==> src/rtl/id_ex_stage_pkg.sv <==
// ---------------------------------------------------------------------------
// id_ex_stage_pkg
// Shared constants for the ID/EX pipeline register:
//   - ALU operation codes driven on OP
//   - main-decoder ALU class codes (alu_op)
//   - R-type funct field values the stage understands
// No ports; imported by the interface, the ALU control decoder and the top.
// ---------------------------------------------------------------------------
package id_ex_stage_pkg;

    typedef enum logic [1:0] {
        ALU_MEM    = 2'b00,
        ALU_BRANCH = 2'b01,
        ALU_RTYPE  = 2'b10,
        ALU_RSVD   = 2'b11
    } alu_class_t;

    localparam logic [4:0] OP_AND = 5'b00000;
    localparam logic [4:0] OP_OR  = 5'b00001;
    localparam logic [4:0] OP_ADD = 5'b00010;
    localparam logic [4:0] OP_SUB = 5'b00110;
    localparam logic [4:0] OP_SLT = 5'b00111;
    localparam logic [4:0] OP_NOP = 5'b01111;

    localparam logic [5:0] FUNCT_ADD = 6'b100000;
    localparam logic [5:0] FUNCT_SUB = 6'b100010;
    localparam logic [5:0] FUNCT_AND = 6'b100100;
    localparam logic [5:0] FUNCT_OR  = 6'b100101;
    localparam logic [5:0] FUNCT_SLT = 6'b101010;

endpackage

==> src/rtl/id_ex_stage_if.sv <==
// ---------------------------------------------------------------------------
// id_ex_stage_if
// Bundles the decode-side request, the execute-side response and the
// handshake of the ID/EX register slot.
//   master : decode/execute environment (drives instruction, flush, out_ready)
//   slave  : the id_ex_stage register (drives in_ready, operands, controls)
// Parameter DATA_W : operand / immediate width.
// ---------------------------------------------------------------------------
interface id_ex_stage_if #(
    parameter int DATA_W = 32
);
    // decode side
    logic              in_valid;
    logic              in_ready;
    logic [DATA_W-1:0] rs_data;
    logic [DATA_W-1:0] rt_data;
    logic [DATA_W-1:0] imm;
    logic [1:0]        alu_op;
    logic [5:0]        funct;
    logic              alu_src;
    logic              reg_dst;
    logic              reg_write;
    logic              mem_read;
    logic              mem_write;
    logic              mem_to_reg;
    logic [4:0]        rt_addr;
    logic [4:0]        rd_addr;
    logic              flush;

    // execute side
    logic              out_valid;
    logic              out_ready;
    logic [DATA_W-1:0] A;
    logic [DATA_W-1:0] B;
    logic [4:0]        OP;
    logic [4:0]        wr_addr;
    logic              ex_reg_write;
    logic              ex_mem_read;
    logic              ex_mem_write;
    logic              ex_mem_to_reg;
    logic              illegal_op;

    modport master (
        output in_valid, rs_data, rt_data, imm, alu_op, funct,
               alu_src, reg_dst, reg_write, mem_read, mem_write, mem_to_reg,
               rt_addr, rd_addr, flush, out_ready,
        input  in_ready, out_valid, A, B, OP, wr_addr,
               ex_reg_write, ex_mem_read, ex_mem_write, ex_mem_to_reg, illegal_op
    );

    modport slave (
        input  in_valid, rs_data, rt_data, imm, alu_op, funct,
               alu_src, reg_dst, reg_write, mem_read, mem_write, mem_to_reg,
               rt_addr, rd_addr, flush, out_ready,
        output in_ready, out_valid, A, B, OP, wr_addr,
               ex_reg_write, ex_mem_read, ex_mem_write, ex_mem_to_reg, illegal_op
    );

endinterface

==> src/rtl/id_ex_stage_alu_ctrl.sv <==
// ---------------------------------------------------------------------------
// id_ex_stage_alu_ctrl
// Purely combinational ALU control decoder.
//   alu_op  in  2 : main-decoder class (mem / branch / R-type / reserved)
//   funct   in  6 : R-type function field
//   op      out 5 : ALU operation code
//   illegal out 1 : R-type with an unsupported funct
// ---------------------------------------------------------------------------
module id_ex_stage_alu_ctrl
    import id_ex_stage_pkg::*;
(
    input  alu_class_t alu_op,
    input  logic [5:0] funct,
    output logic [4:0] op,
    output logic       illegal
);

    always_comb begin
        op      = OP_NOP;
        illegal = 1'b0;
        case (alu_op)
            ALU_MEM:    op = OP_ADD;
            ALU_BRANCH: op = OP_SUB;
            ALU_RTYPE: begin
                case (funct)
                    FUNCT_ADD: op = OP_ADD;
                    FUNCT_SUB: op = OP_SUB;
                    FUNCT_SLT: op = OP_SLT;
                    FUNCT_AND: op = OP_AND;
                    FUNCT_OR:  op = OP_OR;
                    default: begin
                        op      = OP_NOP;
                        illegal = 1'b1;
                    end
                endcase
            end
            ALU_RSVD:   op = OP_NOP;
            default:    op = OP_NOP;
        endcase
    end

endmodule

==> src/rtl/id_ex_stage.sv <==
// ---------------------------------------------------------------------------
// id_ex_stage
// Single-slot ID/EX pipeline register with valid/ready handshake.
//   clk    in : rising-edge clock
//   rst_n  in : asynchronous active-low reset
//   bus       : id_ex_stage_if.slave
//               decode side  -> in_valid/in_ready, operands, decode controls
//               flush        -> squash the held instruction
//               execute side -> out_valid/out_ready, A, B, OP, wr_addr,
//                               ex_* controls, illegal_op
// Parameter DATA_W : operand / immediate width.
// ---------------------------------------------------------------------------
module id_ex_stage
    import id_ex_stage_pkg::*;
#(
    parameter int DATA_W = 32
) (
    input  logic         clk,
    input  logic         rst_n,
    id_ex_stage_if.slave bus
);

    logic              valid_q;
    logic [DATA_W-1:0] a_q;
    logic [DATA_W-1:0] b_q;
    logic [4:0]        op_q;
    logic [4:0]        wr_addr_q;
    logic              reg_write_q;
    logic              mem_read_q;
    logic              mem_write_q;
    logic              mem_to_reg_q;
    logic              illegal_q;

    logic [4:0]        op_dec;
    logic              illegal_dec;
    logic              ready;
    logic              load;

    id_ex_stage_alu_ctrl alu_ctrl (
        .alu_op  (alu_class_t'(bus.alu_op)),
        .funct   (bus.funct),
        .op      (op_dec),
        .illegal (illegal_dec)
    );

    // Slot is free when empty or when its contents leave this cycle.
    assign ready = !valid_q || bus.out_ready;
    assign load  = bus.in_valid && ready && !bus.flush;

    always_ff @(posedge clk or negedge rst_n) begin
        if (!rst_n) begin
            valid_q      <= 1'b0;
            a_q          <= '0;
            b_q          <= '0;
            op_q         <= OP_NOP;
            wr_addr_q    <= '0;
            reg_write_q  <= 1'b0;
            mem_read_q   <= 1'b0;
            mem_write_q  <= 1'b0;
            mem_to_reg_q <= 1'b0;
            illegal_q    <= 1'b0;
        end else if (bus.flush || (!load && valid_q && bus.out_ready)) begin
            // Squash or plain drain: leave a bubble that can never commit.
            // Operand fields are left as they were; nothing consumes them.
            valid_q      <= 1'b0;
            op_q         <= OP_NOP;
            reg_write_q  <= 1'b0;
            mem_read_q   <= 1'b0;
            mem_write_q  <= 1'b0;
            mem_to_reg_q <= 1'b0;
            illegal_q    <= 1'b0;
        end else if (load) begin
            valid_q      <= 1'b1;
            a_q          <= bus.rs_data;
            b_q          <= bus.alu_src ? bus.imm : bus.rt_data;
            op_q         <= op_dec;
            wr_addr_q    <= bus.reg_dst ? bus.rd_addr : bus.rt_addr;
            // An unsupported R-type travels as a NOP that must not write state.
            reg_write_q  <= bus.reg_write && !illegal_dec;
            mem_read_q   <= bus.mem_read;
            mem_write_q  <= bus.mem_write && !illegal_dec;
            mem_to_reg_q <= bus.mem_to_reg;
            illegal_q    <= illegal_dec;
        end
    end

    assign bus.in_ready      = ready;
    assign bus.out_valid     = valid_q;
    assign bus.A             = a_q;
    assign bus.B             = b_q;
    assign bus.OP            = op_q;
    assign bus.wr_addr       = wr_addr_q;
    assign bus.ex_reg_write  = reg_write_q;
    assign bus.ex_mem_read   = mem_read_q;
    assign bus.ex_mem_write  = mem_write_q;
    assign bus.ex_mem_to_reg = mem_to_reg_q;
    assign bus.illegal_op    = illegal_q;

endmodule

==> src/flat_wrapper.sv <==
// flat-port wrapper written by rule: the top's interface ports become plain ports
module id_ex_stage_flat import id_ex_stage_pkg::*;
#(
    parameter int DATA_W = 32
)
  (clk, rst_n, bus_in_valid, bus_rs_data, bus_rt_data, bus_imm, bus_alu_op, bus_funct, bus_alu_src, bus_reg_dst, bus_reg_write, bus_mem_read, bus_mem_write, bus_mem_to_reg, bus_rt_addr, bus_rd_addr, bus_flush, bus_out_ready, bus_in_ready, bus_out_valid, bus_A, bus_B, bus_OP, bus_wr_addr, bus_ex_reg_write, bus_ex_mem_read, bus_ex_mem_write, bus_ex_mem_to_reg, bus_illegal_op);
  id_ex_stage_if #(.DATA_W(DATA_W)) bus_i ();
  input  logic clk;
  input  logic rst_n;
  input wire logic [$bits(bus_i.in_valid)-1:0] bus_in_valid;
  input wire logic [$bits(bus_i.rs_data)-1:0] bus_rs_data;
  input wire logic [$bits(bus_i.rt_data)-1:0] bus_rt_data;
  input wire logic [$bits(bus_i.imm)-1:0] bus_imm;
  input wire logic [$bits(bus_i.alu_op)-1:0] bus_alu_op;
  input wire logic [$bits(bus_i.funct)-1:0] bus_funct;
  input wire logic [$bits(bus_i.alu_src)-1:0] bus_alu_src;
  input wire logic [$bits(bus_i.reg_dst)-1:0] bus_reg_dst;
  input wire logic [$bits(bus_i.reg_write)-1:0] bus_reg_write;
  input wire logic [$bits(bus_i.mem_read)-1:0] bus_mem_read;
  input wire logic [$bits(bus_i.mem_write)-1:0] bus_mem_write;
  input wire logic [$bits(bus_i.mem_to_reg)-1:0] bus_mem_to_reg;
  input wire logic [$bits(bus_i.rt_addr)-1:0] bus_rt_addr;
  input wire logic [$bits(bus_i.rd_addr)-1:0] bus_rd_addr;
  input wire logic [$bits(bus_i.flush)-1:0] bus_flush;
  input wire logic [$bits(bus_i.out_ready)-1:0] bus_out_ready;
  output wire logic [$bits(bus_i.in_ready)-1:0] bus_in_ready;
  output wire logic [$bits(bus_i.out_valid)-1:0] bus_out_valid;
  output wire logic [$bits(bus_i.A)-1:0] bus_A;
  output wire logic [$bits(bus_i.B)-1:0] bus_B;
  output wire logic [$bits(bus_i.OP)-1:0] bus_OP;
  output wire logic [$bits(bus_i.wr_addr)-1:0] bus_wr_addr;
  output wire logic [$bits(bus_i.ex_reg_write)-1:0] bus_ex_reg_write;
  output wire logic [$bits(bus_i.ex_mem_read)-1:0] bus_ex_mem_read;
  output wire logic [$bits(bus_i.ex_mem_write)-1:0] bus_ex_mem_write;
  output wire logic [$bits(bus_i.ex_mem_to_reg)-1:0] bus_ex_mem_to_reg;
  output wire logic [$bits(bus_i.illegal_op)-1:0] bus_illegal_op;
  assign bus_i.in_valid = bus_in_valid;
  assign bus_i.rs_data = bus_rs_data;
  assign bus_i.rt_data = bus_rt_data;
  assign bus_i.imm = bus_imm;
  assign bus_i.alu_op = bus_alu_op;
  assign bus_i.funct = bus_funct;
  assign bus_i.alu_src = bus_alu_src;
  assign bus_i.reg_dst = bus_reg_dst;
  assign bus_i.reg_write = bus_reg_write;
  assign bus_i.mem_read = bus_mem_read;
  assign bus_i.mem_write = bus_mem_write;
  assign bus_i.mem_to_reg = bus_mem_to_reg;
  assign bus_i.rt_addr = bus_rt_addr;
  assign bus_i.rd_addr = bus_rd_addr;
  assign bus_i.flush = bus_flush;
  assign bus_i.out_ready = bus_out_ready;
  assign bus_in_ready = bus_i.in_ready;
  assign bus_out_valid = bus_i.out_valid;
  assign bus_A = bus_i.A;
  assign bus_B = bus_i.B;
  assign bus_OP = bus_i.OP;
  assign bus_wr_addr = bus_i.wr_addr;
  assign bus_ex_reg_write = bus_i.ex_reg_write;
  assign bus_ex_mem_read = bus_i.ex_mem_read;
  assign bus_ex_mem_write = bus_i.ex_mem_write;
  assign bus_ex_mem_to_reg = bus_i.ex_mem_to_reg;
  assign bus_illegal_op = bus_i.illegal_op;
  id_ex_stage #(.DATA_W(DATA_W)) u_core (.clk(clk), .rst_n(rst_n), .bus(bus_i));
endmodule
==> config.mk <==
export PLATFORM = sky130hd
export DESIGN_NAME = id_ex_stage_flat
export DESIGN_NICKNAME = d
export VERILOG_FILES = /design/src/rtl/id_ex_stage_pkg.sv /design/src/rtl/id_ex_stage_if.sv /design/src/rtl/id_ex_stage_alu_ctrl.sv /design/src/rtl/id_ex_stage.sv /design/src/flat_wrapper.sv
export SDC_FILE = /design/constraint.sdc
export NUM_CORES = 1
export LEC_CHECK = 0
export BUFFER_PORTS_ARGS = -buffer_cell sky130_fd_sc_hd__buf_2
export CAP_MARGIN = 15
export CELL_PAD_IN_SITES_DETAIL_PLACEMENT = 1
export CELL_PAD_IN_SITES_GLOBAL_PLACEMENT = 1
export CORE_ASPECT_RATIO = 0.6
export CORE_MARGIN = 5
export CORE_UTILIZATION = 30
export DETAILED_ROUTE_END_ITERATION = 16
export PLACE_DENSITY = 0.71
export SYNTH_ARGS = -nofsm -noshare
export SYNTH_HDL_FRONTEND = slang
export SYNTH_SLANG_ARGS = --single-unit
==> constraint.sdc <==
create_clock -name clk -period 2.71 [get_ports clk]
set_input_delay 0.1355 -clock clk [delete_from_list [all_inputs] [get_ports clk]]
set_output_delay 0.1355 -clock clk [all_outputs]
set_load 0.02 [all_outputs]
Yosys cells after proc, flatten, opt, wreduce, memory -nomap -nowiden. Index checks and enable logic that the tools add are counted.

Muxes and demuxes: 20. Bitwise logic cells: 1. Reduce and logical (&&, ||, !) cells: 16. Equal/unequal tests: 8.

Operators with widths (number): 32-bit 2-to-1 mux (1); 6-bit == test (second input constant) (5); 4-bit case mux with 5 select lines (1); 5-bit case mux with 4 select lines (1); 5-bit 2-to-1 mux (3); 1-bit 2-to-1 mux (14); 1-bit logical AND (6); 5-bit OR reduction (1); 2-bit == test (second input constant) (2); 1-bit zero test (4); 2-bit by 1-bit == test with 1-bit output (second input constant) (1); 2-bit zero test (1); 1-bit logical OR (2); 2-bit AND reduction (1); 2-bit nonzero test (1); 1-bit inverter (1).

Output and inout port bits: 81. Register bits: 80. Logic and storage cells: 55. Bits of input ports: 125.

Longest topological paths before layout. Gate-level depths: netlist of run 1.

Word-level depth: 10. Gate-level depth with buffers: 5. Gate-level depth less buffers: 4.

Hierarchy. From an unflattened synthesis of run 1, not the netlist that was laid out.

Cells, all modules: 304. Area total of the unflattened synthesis: 3793.6 um2.

Modules (own cells, without submodules): id_ex_stage (seq. area each 2006.9 um2, times used 1, area each 3624.7 um2, cells each 286); id_ex_stage_alu_ctrl (seq. area each 0.0 um2, times used 1, area each 168.9 um2, cells each 18).

Least setup slack after synthesis of run 1. No wires, ideal clock.

Kind: register to register. From: register u_core.valid_q, in the netlist u_core.bus.out_valid. To: register u_core.a_q[22], in the netlist u_core.bus.A[22]. Clock period less this slack: 1611 ps. Library setup time: 127 ps. Cell stages (with the launch flop): 6. Setup slack: 1099 ps. Required time: 2583 ps. Arrival: 1484 ps. Path buffers: 2. Path through: dfrtp_1 > and2b_4 > nor3_4 > buf_6 > buf_6 > mux2_1.

Word-level cells in the longest chain between the ends: 10.

Ends and longest elaborated chain: start, declared (line id_ex_stage.sv:23) `logic valid_q;`; start signal, assigned (line id_ex_stage.sv:52) `valid_q <= 1'b0;`; start signal, assigned (line id_ex_stage.sv:65) `valid_q <= 1'b0;`; start signal, assigned (line id_ex_stage.sv:73) `valid_q <= 1'b1;`; 1-bit zero test (line id_ex_stage.sv:47) `assign ready = !valid_q || bus.out_ready;`; 1-bit logical OR (line id_ex_stage.sv:47); 1-bit logical AND (2 in a row) (line id_ex_stage.sv:48) `assign load = bus.in_valid && ready && !bus.flush;`; 1-bit zero test (line id_ex_stage.sv:62) `end else if (bus.flush || (!load && valid_q && bus.out_ready)) begin`; 1-bit logical AND (2 in a row) (line id_ex_stage.sv:62); 1-bit logical OR (line id_ex_stage.sv:62); 1-bit inverter (no line); 2-bit AND reduction (no line) *; end signal, assigned (line id_ex_stage.sv:74) `a_q <= bus.rs_data;`; end, declared (line id_ex_stage.sv:24) `logic [DATA_W-1:0] a_q;`.

Mark *: on every way between the ends. The rest lies on a longest branch, timed or not. A chain may end at the register's enable or synchronous reset.

Worst setup path in the final report of run 1.
From: register u_core.valid_q, in the netlist u_core.bus.out_valid. To: register u_core.b_q[13], in the netlist u_core.bus.B[13].

Word-level cells in the longest chain between the ends: 10.

Ends and longest elaborated chain: 1-bit zero test (line id_ex_stage.sv:47); 1-bit logical OR (line id_ex_stage.sv:47); 1-bit logical AND (2 in a row) (line id_ex_stage.sv:48); 1-bit zero test (line id_ex_stage.sv:62); 1-bit logical AND (2 in a row) (line id_ex_stage.sv:62); 1-bit logical OR (line id_ex_stage.sv:62); 1-bit inverter (no line); 2-bit AND reduction (no line) *; end signal, assigned (line id_ex_stage.sv:75) `b_q <= bus.alu_src ? bus.imm : bus.rt_data;`; end, declared (line id_ex_stage.sv:25) `logic [DATA_W-1:0] b_q;`.

Marked as above.

==> results of run 1 <==
per-stage QoR:
stage | hold slack (ns) | power [W] | cells | area (µm²)
final | -0.0175 | 0.00383 | 610 | 5210
after global routing | 0.0115 | 0.00403 | 610 | 5210
after CTS | 0.0108 | 0.00391 | 610 | 5210
after detailed placement | 0.359 | 0.00252 | 596 | 4880
after global placement | 0.350 | 0.00248 | 596 | 4880
after floorplan | -0.160 | 0.00211 | 238 | 3760
where the power goes:
group | internal [W] | switching [W]
combinational | 0.000466 | 0.000523
sequential | 0.00138 | 0.000108
clock | 0.000913 | 0.000443
total | 0.00276 | 0.00108
critical path: cells and delay by family (launching register included):
kind                   cells  cell delay [ns]
and+or+nand+nor            2             0.39
muxes                      1             0.39
DFF                        1             0.43
buffers and inverters      1             0.39
layer usage:
layer  track usage  up-vias  wire [µm]
met4        0.0299        0         81
met1         0.173     1359       4630
li1              -     1275          -
met2         0.220      128       4770
met5             0        -          0
met3        0.0607       11       1040
cells by family (layout without fill, tap and decap cells):
family                 count (synthesis)  after routing  share of synthesized area
buffers and inverters                 16            223                     0.0409
AOI/OAI and AO/OA                     18             18                     0.0376
DFF                                   79             79                      0.526
other                                  1              1                   0.000996
muxes                                107            107                      0.360
and+or+nand+nor                       17             17                     0.0342
final timing paths:
kind                                               to  cells past startpoint                  from  slack [ns]
worst max register to register       u_core.bus.B[13]                      4  u_core.bus.out_valid        1.00
min in group clk                     u_core.bus.A[22]                      2       bus_rs_data[22]        0.02
worst max-delay path                 u_core.bus.B[13]                      4  u_core.bus.out_valid        1.00
worst min-delay path                 u_core.bus.B[10]                      1                 rst_n       -0.02
max in group asynchronous       u_core.bus.illegal_op                      1                 rst_n        2.07
worst min register to register       u_core.bus.OP[1]                      2      u_core.bus.OP[1]        0.47
cell usage in the layout, fill, tap and decap left out, drive strengths merged, types with 2 or more instances in the layout:
cell type	count
clkbuf	10
nor4	2
nor4bb	2
bufinv	3
dfrtp	75
a21oi	2
mux2	107
nor2b	4
a22o	2
dfstp	4
a32o	3
o211ai	2
inv	3
buf	206
cell type report:
class / count / area, µm²
Fill cell: 1345 / 6970
Sequential cell: 79 / 1980
Multi-Input combinational cell: 143 / 1630
Timing Repair Buffer: 206 / 1050
Clock buffer: 10 / 239
Tap cell: 165 / 206
Clock inverter: 4 / 95.1
Inverter: 3 / 11.3
==> impl_metrics.yaml, run 1 <==
clock_tree:
  clock_latency_of_the_later_clocked_register_in_the_worst_skew_pair_ns: 0.33
  path_clk_slew_ns: 0.06
  cts_root_buffer: "clkbuf_16"
  number_of_cts_inserted_buffers: 9
  clk_path_buf_depth: 2
  numClockSinks: 79
  cts_tree: "built"
  cts-resized-gates: 0
  cts_setup_buffers: 0
  cts_max_level: 3
  ctsHoldBuffers: 0
synth:
  ys.warnings.count: 0
  ys_seq_elements: 79
  syn-instance-count: 238
  netlist.top_cell.by_area: "dfrtp_1"
  postSynth.asyncResetShare: 1.00
  synth-seq-area-share: 0.526
  mappedNetlistArea_mm2: 0.00376
  synth_fp_nets: 363
  synth_commonest_cells: "dfrtp_1 (75), mux2_2 (60), mux2_4 (40), mux2_1 (7)"
  postSynthAreaPerCell_um2: 15.8
  synth-edff-count: 0
  synth_most_common_cell: "dfrtp_1"
  synth.top_cell.area_share: 0.499
  synth.distinct_cells: 39
  synth_ff_type: "dfrtp_1"
  synth.area.top_cells: "dfrtp_1 (50%), mux2_2 (18%), mux2_4 (16%), dfstp_2 (2.8%), buf_12 (2.1%)"
worst_setup_path:
  worst_path_required_time_ns: 2.92
  cp_data_arrival_time_ns: 1.91
  setup_crit_start_kind: "flip-flop"
  critPathKind: "flip-flop to flip-flop"
  crit_path_max_incr_delay_ns: 0.43
  cp-end-kind: "flip-flop"
  crit_fanout: 21
  crit_path_cell_trace: "and2b_4, nor3_4, buf_4, mux2_2"
  worst_path_max_delay_cell: "dfrtp_1"
global_routing:
  grt_first_pass_wirelength_mm: 16.7
  vias_in_the_first_global_route: 3136
  grt_antenna_before_repair: 0
  grt_max_degree: 80
  grtUsageTotal: 0.138
  grt-ovfl-total: 0
sta:
  tightestPinTransition_ns: 1.01
  unrepaired_setup_endpoints_after_global_routing: "no"
  worst_hold_slack_after_final_layout_ns: -0.0175
  report.final.setup_viol: 0
  finalCritPeriodShare: 0.630
  post-route-worst-setup-slack_ns: 1.00
  max_clock_freq_ghz: 0.585
  fin_worst_skew_ns: 0.00716
  timing.max_slew.rel_slack: 0.328
  timing.final.crit_period_ns: 1.71
  tns_ns: 0
  report.final.hold_viol_count: 24
  final_max_slew_violation_count: 0
detailed_routing:
  vias_per_cell: 4.55
  detail_route.wl_per_cell_um: 17.3
  postRouteAntennaNets: 0
  drt_first_iter_violations: 59
  vias_post_dr: 2773
  residual_drc: 0
  postRouteWirelength_mm: 10.5
  first_pass_iters: 4
floorplan:
  num_rows: 31
  io-pin-count: 206
  core_mm2: 0.0122
  initial_core_util: 0.309
  die_y_um: 96.8
  area_of_the_die_mm2: 0.0150
  die_width_um: 155
power_and_ir_drop:
  vdd.ir_drop.worst_v: 0.000331
  power_density_over_the_cells_mw_per_mm2: 735
  static-leakage-power_nw: 2.56
layout:
  area_delta_synth_final_pct: 38.5
  fin_nets: 567
  layout.core_utilization: 0.428
  diodes: 0
  drive_gt1_frac: 0.737
placed_design:
  hpwl_mm: 8.15
  io_buffers: 204
  placement.setup.worst_slack_ns: 0.985
  place_congestion: 0.827
job:
  maxCapViolCount: 0
outcome:
  run_status: "complete, but fails checks"
  failed_checks: "hold timing"
min_path:
  hold_class: "input pin to asynchronous set/reset pin"
Note: power is estimated with default switching activity, not from simulation.
==> run 2, diff against run 1 <==
==> constraint.sdc (replaced) <==
create_clock -name clk -period 1.8 [get_ports clk]
set_input_delay 0.09 -clock clk [delete_from_list [all_inputs] [get_ports clk]]
set_output_delay 0.09 -clock clk [all_outputs]
set_load 0.02 [all_outputs]
==> run 2 against run 1 <==
- the run now ends clean
- non-clock buffer count is 40 higher
- critical path depth stayed put
- die area stayed put
- fmax is 0.95% lower
- clock skew is 0.0014 ns lower
- sequential cell count stayed put
- register-to-register slack worse by 0.93 ns
- core utilization is 3.0 points higher
- highest routed layer unchanged
==> impl_metrics.yaml, run 2 (synthesis gave the netlist of run 1 again) <==
outcome:
  run_status: "completed"
floorplan:
  io-pin-count: 206
  core_mm2: 0.0122
  initial_core_util: 0.309
  num_rows: 31
  area_of_the_die_mm2: 0.0150
  die_width_um: 155
  die_y_um: 96.8
detailed_routing:
  detail_route.wl_per_cell_um: 17.3
  first_pass_iters: 4
  drt_first_iter_violations: 37
  postRouteAntennaNets: 0
  residual_drc: 0
  vias_per_cell: 4.56
  vias_post_dr: 2973
  postRouteWirelength_mm: 11.3
global_routing:
  use_met2: 0.253
  grt_first_pass_wirelength_mm: 18.1
  gr-max-usage-layer: "met2"
  grtUsageMet3: 0.0571
  vias_in_the_first_global_route: 3372
  grt_max_degree: 41
  grtUsageTotal: 0.151
  met1_usage: 0.183
  grt_antenna_before_repair: 0
  grt-ovfl-total: 0
clock_tree:
  cts_setup_buffers: 0
  path_clk_slew_ns: 0.06
  ctsHoldBuffers: 35
  clk_path_buf_depth: 2
  number_of_cts_inserted_buffers: 9
  cts-resized-gates: 0
  cts_max_level: 3
  clock_latency_of_the_later_clocked_register_in_the_worst_skew_pair_ns: 0.33
  numClockSinks: 79
  cts_root_buffer: "clkbuf_16"
  cts_tree: "built"
power_and_ir_drop:
  seq_power_share: 0.409
  intPower_w: 0.00382
  static-leakage-power_nw: 2.71
  power_density_over_the_cells_mw_per_mm2: 985
  power.combinational.fraction: 0.287
  net_switching_power_w: 0.00168
  share_clk_of_total_power: 0.304
  swShare: 0.305
  vdd.ir_drop.worst_v: 0.000456
min_path:
  hold_class: "input pin to flip-flop"
  min_from: "bus_mem_write"
  min_path_cells: 2
job:
  maxCapViolCount: 0
sta:
  timing.final.crit_period_ns: 1.72
  report.final.hold_viol_count: 0
  max_clock_freq_ghz: 0.580
  tns_ns: 0
  timing.max_slew.rel_slack: 0.653
  report.final.setup_viol: 0
  unrepaired_setup_endpoints_after_global_routing: "no"
  finalCritPeriodShare: 0.958
  fin_worst_skew_ns: 0.00578
  final_max_slew_violation_count: 0
  tightestPinTransition_ns: 0.520
worst_setup_path:
  rr_worst_depth: 4
  worst_path_max_delay_cell: "dfrtp_1"
  cp-end-kind: "flip-flop"
  crit_path_cell_trace: "and2b_4, nor3_4, buf_12, mux2_2"
  worstReg2RegStart: "u_core.bus.out_valid"
  cp_data_arrival_time_ns: 1.94
  crit_path_max_incr_delay_ns: 0.44
  ff2ff_setup_slack_ns: 0.08
  critPathKind: "flip-flop to flip-flop"
  setup_crit_start_kind: "flip-flop"
  crit_fanout: 30
  worst_path_required_time_ns: 2.01
  worst_setup_path_startpoint: "u_core.bus.out_valid"
layout:
  final_common_cell: "buf_2"
  fin_nets: 607
  diodes: 0
  number_of_filler_instances_in_the_final_layout: 1328
  most-common-layout-cells: "buf_2 (203), dfrtp_1 (75), mux2_2 (60)"
  layout.core_utilization: 0.458
  drive_gt1_frac: 0.684
  area_delta_synth_final_pct: 48.3
placed_design:
  io_buffers: 204
  place_congestion: 0.838
  hpwl_mm: 8.45
==> run 2: cell count changes in the layout (fill, tap and decap cells not counted), sizes merged <==
| cell | delta |
|---|---|
| buf | +5 |
| bufinv | -3 |
| clkbuf | +2 |
| clkinvlp | +3 |
| dlygate4sd3 | +35 |
==> run 2: critical path: cells and delay by family, from the launching register on <==
kind / cells / cell delay (ns)
AND/OR/NAND/NOR: 2 / 0.51
buffers and inverters: 1 / 0.26
flip-flops: 1 / 0.44
multiplexers: 1 / 0.37
==> run 2: stage by stage <==
step                setup slack (ns)  hold WS (ns)  power [W]  std cells  cell area (µm²)
finish                        0.0752        0.0178    0.00550        652             5580
global route                  0.0108       0.00885    0.00580        652             5580
CTS                           0.0604       0.00255    0.00559        652             5580
detailed placement            0.0731         0.105    0.00381        601             4950
global placement               0.128        0.0987    0.00377        601             4950
floorplan                      0.189        -0.206    0.00318        238             3760
==> run 2: power by group through the flow <==
stage | Sequential, W | Combinational (W) | Clock [W]
2_1_floorplan | 0.00263 | 0.000549 | 0
3_3_place_gp | 0.00226 | 0.00151 | 0
3_5_place_dp | 0.00227 | 0.00154 | 0
4_1_cts | 0.00225 | 0.00160 | 0.00174
5_1_grt | 0.00229 | 0.00169 | 0.00182
6_report | 0.00225 | 0.00158 | 0.00167
==> run 2: final timing paths <==
path                                      endpoint
max reg2reg                       u_core.bus.A[27]
min reg2reg                       u_core.bus.OP[1]
max                               u_core.bus.A[27]
max in group asynchronous         u_core.bus.OP[1]
min in group asynchronous          u_core.bus.A[3]
min                        u_core.bus.ex_mem_write
==> run 2: layout make-up <==
cell class | instances | area (µm²) | share of cell area
clock buffers | 12 | 246 | 0.0442
clock inverters | 4 | 31.3 | 0.00560
inverters | 3 | 11.3 | 0.00202
multi-input cells | 143 | 1630 | 0.292
flip-flops and latches | 79 | 1980 | 0.355
well taps | 165 | 206 | 0.0370
repair buffers | 246 | 1480 | 0.264
==> run 2: routing by layer <==
metal / vias up / part of all wire
li1: 1362 / -
met1: 1461 / 0.41
met2: 136 / 0.48
met3: 14 / 0.095
met4: 0 / 0.012
met5: - / 0
